**src/rtl/alarm_pkg.sv**
```systemverilog
// Shared definitions for the four-slot calendar alarm: slot count, packed BCD
// timestamp layout and a helper that assembles a timestamp from its fields.
package alarm_pkg;

  localparam int unsigned NUM_ALARMS = 4;
  localparam int unsigned TS_W       = 56;

  localparam int unsigned SEC_LSB   = 0;
  localparam int unsigned MIN_LSB   = 8;
  localparam int unsigned HOUR_LSB  = 16;
  localparam int unsigned DAY_LSB   = 24;
  localparam int unsigned MONTH_LSB = 32;
  localparam int unsigned YEAR_LSB  = 40;

  typedef logic [TS_W-1:0] ts_t;

  function automatic ts_t pack_ts(input logic [15:0] year, input logic [7:0] month,
                                  input logic [7:0] day, input logic [7:0] hour,
                                  input logic [7:0] minute, input logic [7:0] second);
    return {year, month, day, hour, minute, second};
  endfunction

endpackage

```
**src/rtl/alarm_slot.sv**
```systemverilog
// One alarm slot: stored timestamp, armed flag, comparator and match history.
// hit_o pulses combinationally on the first cycle the running time matches.
module alarm_slot
  import alarm_pkg::*;
(
  input  logic clk_i,
  input  logic rst_i,
  input  logic wr_i,
  input  ts_t  wr_ts_i,
  input  ts_t  now_i,
  output ts_t  ts_o,
  output logic hit_o
);

  ts_t  ts_q, ts_d;
  logic armed_q, armed_d;
  logic match_q;
  logic match;

  always_comb begin
    ts_d    = ts_q;
    armed_d = armed_q;
    if (wr_i) begin
      ts_d    = wr_ts_i;
      armed_d = 1'b1;
    end
  end

  assign match = armed_q && (now_i == ts_q);
  // Edge-detect so a time that stays equal rings only once.
  assign hit_o = match && !match_q;
  assign ts_o  = ts_q;

  always_ff @(posedge clk_i) begin
    if (rst_i) begin
      ts_q    <= '0;
      armed_q <= 1'b0;
      match_q <= 1'b0;
    end else begin
      ts_q    <= ts_d;
      armed_q <= armed_d;
      match_q <= match;
    end
  end

endmodule

```
**src/rtl/alarm.sv**
```systemverilog
// Four-slot calendar alarm: programs slots from a shared bus, latches a ring on
// the first match of any armed slot, and shows the selected slot's time of day.
module alarm
  import alarm_pkg::*;
(
  input  logic        clk,
  input  logic        rst_n,
  input  logic        set,
  input  logic [15:0] alarm_year_bcd_in,
  input  logic [7:0]  alarm_month_bcd_in,
  input  logic [7:0]  alarm_day_bcd_in,
  input  logic [7:0]  alarm_hour_bcd_in,
  input  logic [7:0]  alarm_minute_bcd_in,
  input  logic [7:0]  alarm_second_bcd_in,
  input  logic [1:0]  selected_alarm,
  input  logic [63:0] counter,
  input  logic        cancel,
  output logic [7:0]  alarm_hour_bcd,
  output logic [7:0]  alarm_minute_bcd,
  output logic [7:0]  alarm_second_bcd,
  output logic        ring
);

  ts_t                  wr_ts;
  ts_t                  now;
  ts_t                  slot_ts [NUM_ALARMS];
  logic [NUM_ALARMS-1:0] hits;
  logic                 ring_q, ring_d;
  logic                 unused_counter_hi;

  assign wr_ts = pack_ts(alarm_year_bcd_in, alarm_month_bcd_in, alarm_day_bcd_in,
                         alarm_hour_bcd_in, alarm_minute_bcd_in, alarm_second_bcd_in);
  assign now   = counter[TS_W-1:0];
  assign unused_counter_hi = ^counter[63:TS_W];

  for (genvar i = 0; i < NUM_ALARMS; i++) begin : g_slot
    alarm_slot u_slot (
      .clk_i   (clk),
      .rst_i   (rst_n),
      .wr_i    (set && (selected_alarm == 2'(i))),
      .wr_ts_i (wr_ts),
      .now_i   (now),
      .ts_o    (slot_ts[i]),
      .hit_o   (hits[i])
    );
  end

  // A fresh hit wins over a simultaneous cancel.
  always_comb begin
    ring_d = ring_q;
    if (|hits) begin
      ring_d = 1'b1;
    end else if (cancel) begin
      ring_d = 1'b0;
    end
  end

  always_ff @(posedge clk) begin
    if (rst_n) begin
      ring_q <= 1'b0;
    end else begin
      ring_q <= ring_d;
    end
  end

  assign ring             = ring_q;
  assign alarm_hour_bcd   = slot_ts[selected_alarm][HOUR_LSB +: 8];
  assign alarm_minute_bcd = slot_ts[selected_alarm][MIN_LSB +: 8];
  assign alarm_second_bcd = slot_ts[selected_alarm][SEC_LSB +: 8];

endmodule

```
**config.mk**
```make
export PLATFORM = sky130hd
export DESIGN_NAME = alarm
export DESIGN_NICKNAME = d
export VERILOG_FILES = /design/src/rtl/alarm_pkg.sv /design/src/rtl/alarm_slot.sv /design/src/rtl/alarm.sv
export SDC_FILE = /design/constraint.sdc
export NUM_CORES = 1
export LEC_CHECK = 0
export BUFFER_PORTS_ARGS = -buffer_cell sky130_fd_sc_hd__buf_2
export CORE_MARGIN = 2
export CORE_UTILIZATION = 40
export CTS_CLUSTER_SIZE = 28
export DETAILED_ROUTE_END_ITERATION = 8
export PLACE_DENSITY_LB_ADDON = 0.25
export SLEW_MARGIN = 20
export SYNTH_ARGS = -nofsm -noshare
export SYNTH_HDL_FRONTEND = slang
export SYNTH_SLANG_ARGS = --single-unit
```
**constraint.sdc**
```tcl
create_clock -name clk -period 2.23 [get_ports clk]
set_clock_uncertainty 0.1 [all_clocks]
set_input_delay 0 -clock clk [delete_from_list [all_inputs] [get_ports clk]]
set_output_delay 0 -clock clk [all_outputs]
set_load 0.03 [all_outputs]
```
# Yosys cells after proc, flatten, opt, wreduce, memory -nomap -nowiden
# Index checks and enable logic that the tools add are counted.
[op_classes] n_mul=0 n_div=0 shift=0 reduce_logical=19 n_lt_le_gt_ge=1 n_eq_ne=7 add_sub_neg=0 muxes=5 bitwise=1
[op_table] op="equality test 56 bit" n=4
[op_table] op="binary-select mux 56 bit (select 2 bit)" n=1
[op_table] op="2-to-1 mux 24 bit" n=2
[op_table] op="logical AND 1 bit" n=12
[op_table] op="equality test 2 bit (second input constant)" n=2
[op_table] op="zero test 1 bit" n=4
[op_table] op="OR reduction 4 bit" n=1
[op_table] op=">= comparator 3 bit (second input constant)" n=1
[op_table] op="inverter 2 -> 3 bit" n=1
[op_table] op="equality test 2 x 1 -> 1 bit (second input constant)" n=1
[op_table] op="zero test 2 bit" n=1
[op_table] op="2-to-1 mux 1 bit" n=2
[op_table] op="nonzero test 2 bit" n=1
[word_totals] wordCells=46 ramBits=0 mem_bits_ro=0 latchBits=0 n_memories=0 inputBits=126 ff_bits=233 out_inout_bits=25

# Longest topological paths before layout
# Gate-level depths: netlist of the first run.
[logic_depth] depth_word=5 mapped_depth=7 depth_no_buf=6

# Modules after synthesis
# Synthesis of the first run repeated with hierarchy kept, for this count alone.
[unflattened] cells_unflattened=1155 hier_area_um2=11358.4
[by_module_without_submodules] module="alarm_slot" n_inst=4 cells_each=279 area_per_inst_um2=2667.6 seq_area_each_um2=1161.1
[by_module_without_submodules] module="alarm" n_inst=1 cells_each=39 area_per_inst_um2=688.2 seq_area_each_um2=20.0

# Least setup slack after synthesis of the first run
# No wires, ideal clock.
[synth_timing] kind="register to register" startpoint="register g_slot[1].u_slot.ts_q[14]" endpoint="register ring_q (netlist: ring)" path_slack_ns=0.429 stages_incl_launch_ff=7 arrival_time_ns=1.624 synth_period_minus_slack_ns=1.801 setup_time_ns=0.077 cell_sequence="dfxtp_1 xnor2_2 nand4_1 nor4_1 nand4b_1 or4_1 a41oi_2"
[synth_via] elab_chain_cells=5 elab_cells_between_ends=6 classes_between="eq/ne (1); mux (1); reduce/logical (4)"
[synth_lines] item="start: declaration" line="alarm_slot.sv:15" rtl="ts_t ts_q, ts_d;"
[synth_lines] item="start signal: assignment" line="alarm_slot.sv:40" rtl="ts_q <= ts_d;"
[synth_lines] item="equality test 56 bit *" line="alarm_slot.sv:29" rtl="assign match = armed_q && (now_i == ts_q);"
[synth_lines] item="logical AND 1 bit *" line="alarm_slot.sv:29"
[synth_lines] item="logical AND 1 bit *" line="alarm_slot.sv:31" rtl="assign hit_o = match && !match_q;"
[synth_lines] item="OR reduction 4 bit *" line="alarm.sv:51" rtl="if (|hits) begin"
[synth_lines] item="2-to-1 mux 1 bit / nonzero test 2 bit (equally long branches)"
[synth_lines] item="end signal: assignment" line="alarm.sv:62" rtl="ring_q <= ring_d;"
[synth_lines] item="end: declaration" line="alarm.sv:28" rtl="logic ring_q, ring_d;"
# Every way passes the cells marked *; elsewhere a longest branch is shown, timed or not.
# A chain may end at the register's enable or synchronous reset.

# Worst setup path after layout of the first run
[layout_timing] startpoint="register g_slot[1].u_slot.ts_q[6]" endpoint="register g_slot[1].u_slot.match_q"
[layout_via] elab_chain_cells=2
[layout_lines] item="equality test 56 bit" line="alarm_slot.sv:29"
[layout_lines] item="logical AND 1 bit" line="alarm_slot.sv:29"
[layout_lines] item="end signal: assignment" line="alarm_slot.sv:42" rtl="match_q <= match;"
[layout_lines] item="end: declaration" line="alarm_slot.sv:17" rtl="logic match_q;"
# Every way passes these cells.

==> flow_summary.ini, run 1 <==
[status]
status = complete, but fails checks
violations = setup timing

[pwr]
internal-power_mw = 7.38
seq_power_share_pct = 43.5
power_switching_share_pct = 27.3
pwr-share-clk_pct = 42.0
pwr-share-comb_pct = 14.5
p_sw_mw = 2.77
leakage_nw = 5.26
peakVddDrop_mv = 0.691
power_density_nw_per_um2 = 714

[yosys]
ys.flop_type = dfxtp_1
synthCells = 1405
synth_edf_count = 0
ys_seq_area_share_pct = 41.6
synth_area_leader_cell = dfxtp_1
ys_ff_latch = 233
ys.warnings.count = 0
syn_nets = 1531
synth.distinct_cells = 43
ys_async_sr_fraction_pct = 0
synth_area_leaders = dfxtp_1 (42%), nand2_1 (15%), a21oi_1 (10%)
synth_top_area_share_pct = 41.6
synth_area_sq_um = 11200
yosys-top-cells-count = nand2_1 (456), dfxtp_1 (233), a21oi_1 (225), xnor2_1 (106), clkbuf_1 (83)
yosysMostFrequentCell = nand2_1
avgSynthCellArea_sq_um = 7.99

[clocking]
clk_pin_slew_ns = 0.06
cts_buffers = 27
clockBufferDepth = 3
h-tree-depth = 1
cts-root-buf = clkbuf_16
cts_setup_buffers = 0
clk_latency_ns = 0.55
clock-sinks = 233
cts_tree = done

[hold_path]
hold_depth = 6
whs_endpoint = g_slot[2].u_slot.match_q
worstHoldPathType = input port to flop
hold_path.startpoint = counter[2]

[floorplan]
ios = 151
die_h_microns = 172
die_w_microns = 172
initial_core_util_pct = 40.5
core_area_sq_um = 27700
rows = 61
die_area_sq_um = 29400

[worst_setup_path]
worstPathRequired_ns = 2.58
endpoint_kind = flop
crit_arrival_ns = 2.59
r2r_start = g_slot[1].u_slot.ts_o[6]
crit_path_max_fanout = 3
reg2reg_depth = 6
r2r_setup_slack_ns = -0.007
critical_path_class = flop to flop
startpoint_type = flop
r2r-end = g_slot[1].u_slot.match_q

[drt]
route.detailed.drc = 0
drtPass1Iterations = 6
totalWireLength_microns = 43400
viasPerCell = 5.39
via_count = 10800
wl_per_cell_microns = 21.7
postRouteAntennaNets = 0
first_iter_violations = 1238

[sta]
fin_hold_ws_ns = 0.00424
max_freq_mhz = 447
finalCritPeriodShare_pct = 100
timing.final.crit_period_ns = 2.24
rsz0062_at_grt = true
setup-violations-final = 2
maxSlewViolCount = 0
maxSlewHeadroom_pct = 43.9
setup_slack_ns = -0.00732
setup_tns_ns = -0.0138
tightest_slew_ns = 0.842
hold_violations = 0

[finish]
post-route-util_pct = 51.3
areaGrowthSynthToFinish_pct = 26.6
seqCellArea_sq_um = 4660
multiInputGateArea_sq_um = 6110
drive_gt1_share_pct = 15.7
diodes = 0
n_fill_cell = 2648
finalNetCount = 1731

[grt]
grt_pass1_wl_microns = 63700
grt_remaining_overflow = 0
grt_max_degree = 102
grt_antenna_before_repair = 0
grt_pass1_vias = 9943
grt_usage_pct = 29.2

[place]
port_buffers = 142
gp_congestion = 0.982
dpl.hpwl_microns = 30200

[flow_run]
maxCapViolCount = 0
-- worst max-delay path: stages (launching register included) --
cell and delay, ns:
dfxtp_1 0.33, xnor2_1 0.34, nand4_1 0.16, nor4_2 0.27, nand4_1 0.17, dlygate4sd3_1 0.63
nor4_1 0.16
-- registers in the layout, indices dropped and copies added, names as in the netlist --
signal / flops
g_slot.u_slot.ts_o: 224
g_slot.u_slot.match_q: 4
ring: 1
g_slot.u_slot.armed_q: 4
-- power groups by stage --
stage,sequential [mW],clock (mW),combinational (mW)
3_3_place_gp,4.49,0,1.31
2_1_floorplan,4.47,0,0.713
3_5_place_dp,4.50,0,1.31
5_1_grt,4.43,4.47,1.55
6_report,4.41,4.27,1.47
4_1_cts,4.41,4.30,1.44
-- worst max path at each step --
stage,slack [ns],cells past startpoint,to,startpoint
after floorplan,0.43,6,ring,g_slot[1].u_slot.ts_o[14]
after global placement,0.03,6,ring,g_slot[3].u_slot.ts_o[19]
after detailed placement,0.04,6,g_slot[2].u_slot.match_q,g_slot[2].u_slot.ts_o[22]
after CTS,0.01,6,g_slot[2].u_slot.match_q,g_slot[2].u_slot.ts_o[22]
after global routing,-0.12,7,g_slot[1].u_slot.match_q,g_slot[1].u_slot.ts_o[46]
final,-0.007,6,g_slot[1].u_slot.match_q,g_slot[1].u_slot.ts_o[6]
-- kinds of logic (layout without fill, tap and decap cells) --
group | Yosys count | in the layout | share of synthesized area [%]
compound gates | 256 | 256 | 12.3
xor+xnor | 188 | 188 | 14.9
buf+inv | 125 | 343 | 4.56
flops | 233 | 233 | 41.6
mux | 24 | 24 | 4.81
simple gates | 579 | 579 | 21.9
-- metal layers --
metal  track usage [%]  up-vias  routed length [microns]
met5                 0        -                        0
met4              8.00        0                     1290
met3              4.33       63                     3870
met2              46.1      545                    19600
met1              41.5     5112                    18600
li1                  -     5059                        -
-- final cells by class --
cell class              count  share of cell area, %
multi-input cells        1047                   43.0
flip-flops and latches    233                   32.8
repair buffers            271                   14.3
clock buffers              43                   5.53
well taps                 378                   3.33
inverters                  25                  0.660
clock inverters             4                  0.343
-- stage by stage --
step           area [sq um]  instances  power (mW)  worst slack [ns]
2_1_floorplan         11200       1405        5.18             0.429
3_3_place_gp          12300       1855        5.80            0.0322
3_5_place_dp          12300       1855        5.81            0.0386
4_1_cts               14200       2001        10.1            0.0135
5_1_grt               14200       2001        10.4            -0.120
6_report              14200       2001        10.1          -0.00732
-- cells in the final DEF (no fill, tap or decap), types with 8 or more instances in the layout --
master and n:
o22ai_1 11, buf_2 141, nor2_1 13, clkbuf_16 27
dfxtp_1 233, xnor2_1 104, xor2_1 79, nand2_1 456
buf_4 22, buf_12 8, a21oi_1 225, nand2b_1 12
dlygate4sd3_1 99, mux4_2 24, nand4_1 30, inv_1 21
clkbuf_1 11, nor2b_1 9, nor4_1 26
-- what timing repair did --
action,CTS,global route
endpoints found under the hold margin,229,0
endpoints found under the setup margin,0,4
gates resized for setup,0,6
hold buffers,99,0
Note: power is estimated with default switching activity, not from simulation.
==> run 2, diff against run 1 <==
- REMOVE_ABC_BUFFERS: not set -> 1
==> run 2 against run 1 <==
Core utilization rose by 0.46 points. Critical path depth did not move. The flow now finishes without violations. Sequential power is essentially flat. Worst setup slack gained 0.10 ns. Power up 0.75%.
==> flow_summary.ini, run 2 (synthesis gave the netlist of run 1 again) <==
[status]
status = finished clean

[clocking]
clk_pin_slew_ns = 0.06
clk_latency_ns = 0.53
cts-root-buf = clkbuf_16
clock-sinks = 233
clockBufferDepth = 3
h-tree-depth = 1
cts_buffers = 26
cts_tree = done

[worst_setup_path]
path_cells = xnor2_1 -> nand4_1 -> nor4_4 -> nand4_1 -> or4_4 -> a41oi_2
critical_path_class = flop to flop
crit_path_top_delay_cell = or4_4
max_stage_delay_ns = 0.44
crit_arrival_ns = 2.49
endpoint_kind = flop
worstPathRequired_ns = 2.58
crit_path_max_fanout = 3
reg2reg_depth = 6
cp_common_cell = nand4_1
startpoint_type = flop

[floorplan]
die_h_microns = 172
die_w_microns = 172
rows = 61
ios = 151
initial_core_util_pct = 40.5
core_area_sq_um = 27700
die_area_sq_um = 29400

[grt]
grt_antenna_before_repair = 0
grt_usage_pct = 27.0
grt_remaining_overflow = 0
grt_max_degree = 64
grt_pass1_vias = 10300
grt_pass1_wl_microns = 60300

[place]
gp_congestion = 0.916
pre_cts_slack_ns = 0.0226
dp.cells = 1870
dpl.hpwl_microns = 27600
port_buffers = 142

[pwr]
peakVddDrop_mv = 0.519
pwr-share-clk_pct = 43.2
seq_power_share_pct = 43.1
power_switching_share_pct = 26.0
internal-power_mw = 7.57
pwr-share-comb_pct = 13.7
leakage_nw = 5.35
p_sw_mw = 2.66
power_density_nw_per_um2 = 713

[finish]
areaGrowthSynthToFinish_pct = 27.7
diodes = 0
largest_reg_flops = 224
drive_gt1_share_pct = 16.9
finalNetCount = 1740
stdcell_count = 2008
layout_commonest_cell = nand2_1
layout_common_cells = nand2_1 (456), dfxtp_1 (231), a21oi_1 (225)

[sta]
maxSlewHeadroom_pct = 49.0
maxSlewViolCount = 0
hold_violations = 0
finalCritPeriodShare_pct = 95.7
tightest_slew_ns = 0.766
setup_slack_ns = 0.0967
max_freq_mhz = 469
setup-violations-final = 0
timing.final.crit_period_ns = 2.13

[drt]
viasPerCell = 5.28
first_iter_violations = 994
wl_per_cell_microns = 19.7
via_count = 10600
drtPass1Iterations = 5
postRouteAntennaNets = 0
route.detailed.drc = 0
totalWireLength_microns = 39500

[hold_path]
worstHoldPathType = input port to flop
hold_depth = 5

[flow_run]
maxCapViolCount = 0
[run 2: changes by cell type in the layout (fill, tap and decap cells not counted), moves of 2 or more]
| cell | delta |
|---|---|
| buf_4 | +15 |
| dfxtp_2 | +2 |
| dlygate4sd3_1 | -5 |
| clkbuf_1 | -4 |
| dfxtp_1 | -2 |
| clkinv_2 | -2 |
| nor4_2 | +2 |
| clkbuf_8 | +3 |
| nor4_1 | -2 |
[run 2: routing by layer]
metal | vias to the layer above | wire (microns) | share of wire (%) | GRT usage, %
met5 | - | 0 | 0 | 0
met4 | 0 | 1230 | 3.1 | 8.11
met3 | 71 | 3190 | 8.1 | 4.14
met2 | 436 | 18000 | 46 | 43.1
met1 | 5024 | 17000 | 43 | 37.5
li1 | 5079 | - | - | -
[run 2: layout make-up]
class,count,area (sq um)
Sequential cell,233,4670
Fill cell,2675,13400
Inverter,25,93.8
Tap cell,378,473
Clock buffer,42,812
Clock inverter,2,60.1
Timing Repair Buffer,281,2100
Multi-Input combinational cell,1047,6140
[run 2: per-stage QoR]
step / total power [mW] / util, % / hold WS, ns / setup TNS [ns] / instance area (sq um)
3_5_place_dp: 5.75 / 45.0 / 0.180 / 0 / 12500
4_1_cts: 10.3 / 51.5 / 0.00537 / 0 / 14300
2_1_floorplan: 5.06 / - / -0.0367 / -73.56 / 10800
3_3_place_gp: 5.74 / 45.0 / 0.176 / 0 / 12500
6_report: 10.2 / 51.7 / 0.0391 / 0 / 14300
5_1_grt: 10.6 / 51.7 / 0.0284 / -0.0255 / 14300
[run 2: critical path: cells and delay by family (launching register included)]
family,cells,cell delay (ns)
XOR/XNOR,1,0.25
flip-flops,1,0.33
AND/OR/NAND/NOR,4,1.19
AO/OA/AOI/OAI,1,0.19
[run 2: worst paths after layout]
| check | startpoint | slack, ns | end |
|---|---|---|---|
| min | counter[18] | 0.04 | g_slot[2].u_slot.match_q |
| max | g_slot[1].u_slot.ts_o[9] | 0.1 | ring |
| max reg2reg | g_slot[1].u_slot.ts_o[9] | 0.1 | ring |
| min reg2reg | g_slot[2].u_slot.ts_o[39] | 0.36 | g_slot[2].u_slot.ts_o[39] |
[run 2: power groups by stage]
stage | sequential (mW) | clock (mW) | combinational (mW)
2_1_floorplan | 4.47 | 0 | 0.588
3_3_place_gp | 4.49 | 0 | 1.26
3_5_place_dp | 4.50 | 0 | 1.26
4_1_cts | 4.40 | 4.47 | 1.39
5_1_grt | 4.42 | 4.63 | 1.51
6_report | 4.41 | 4.41 | 1.40
[run 2: what timing repair did]
item	CTS	global route
hold endpoints to repair	232	0
hold buffers	94	0
setup endpoints to repair	1	4
gates resized for setup	1	11
pin swaps	0	2
setup buffers	0	0
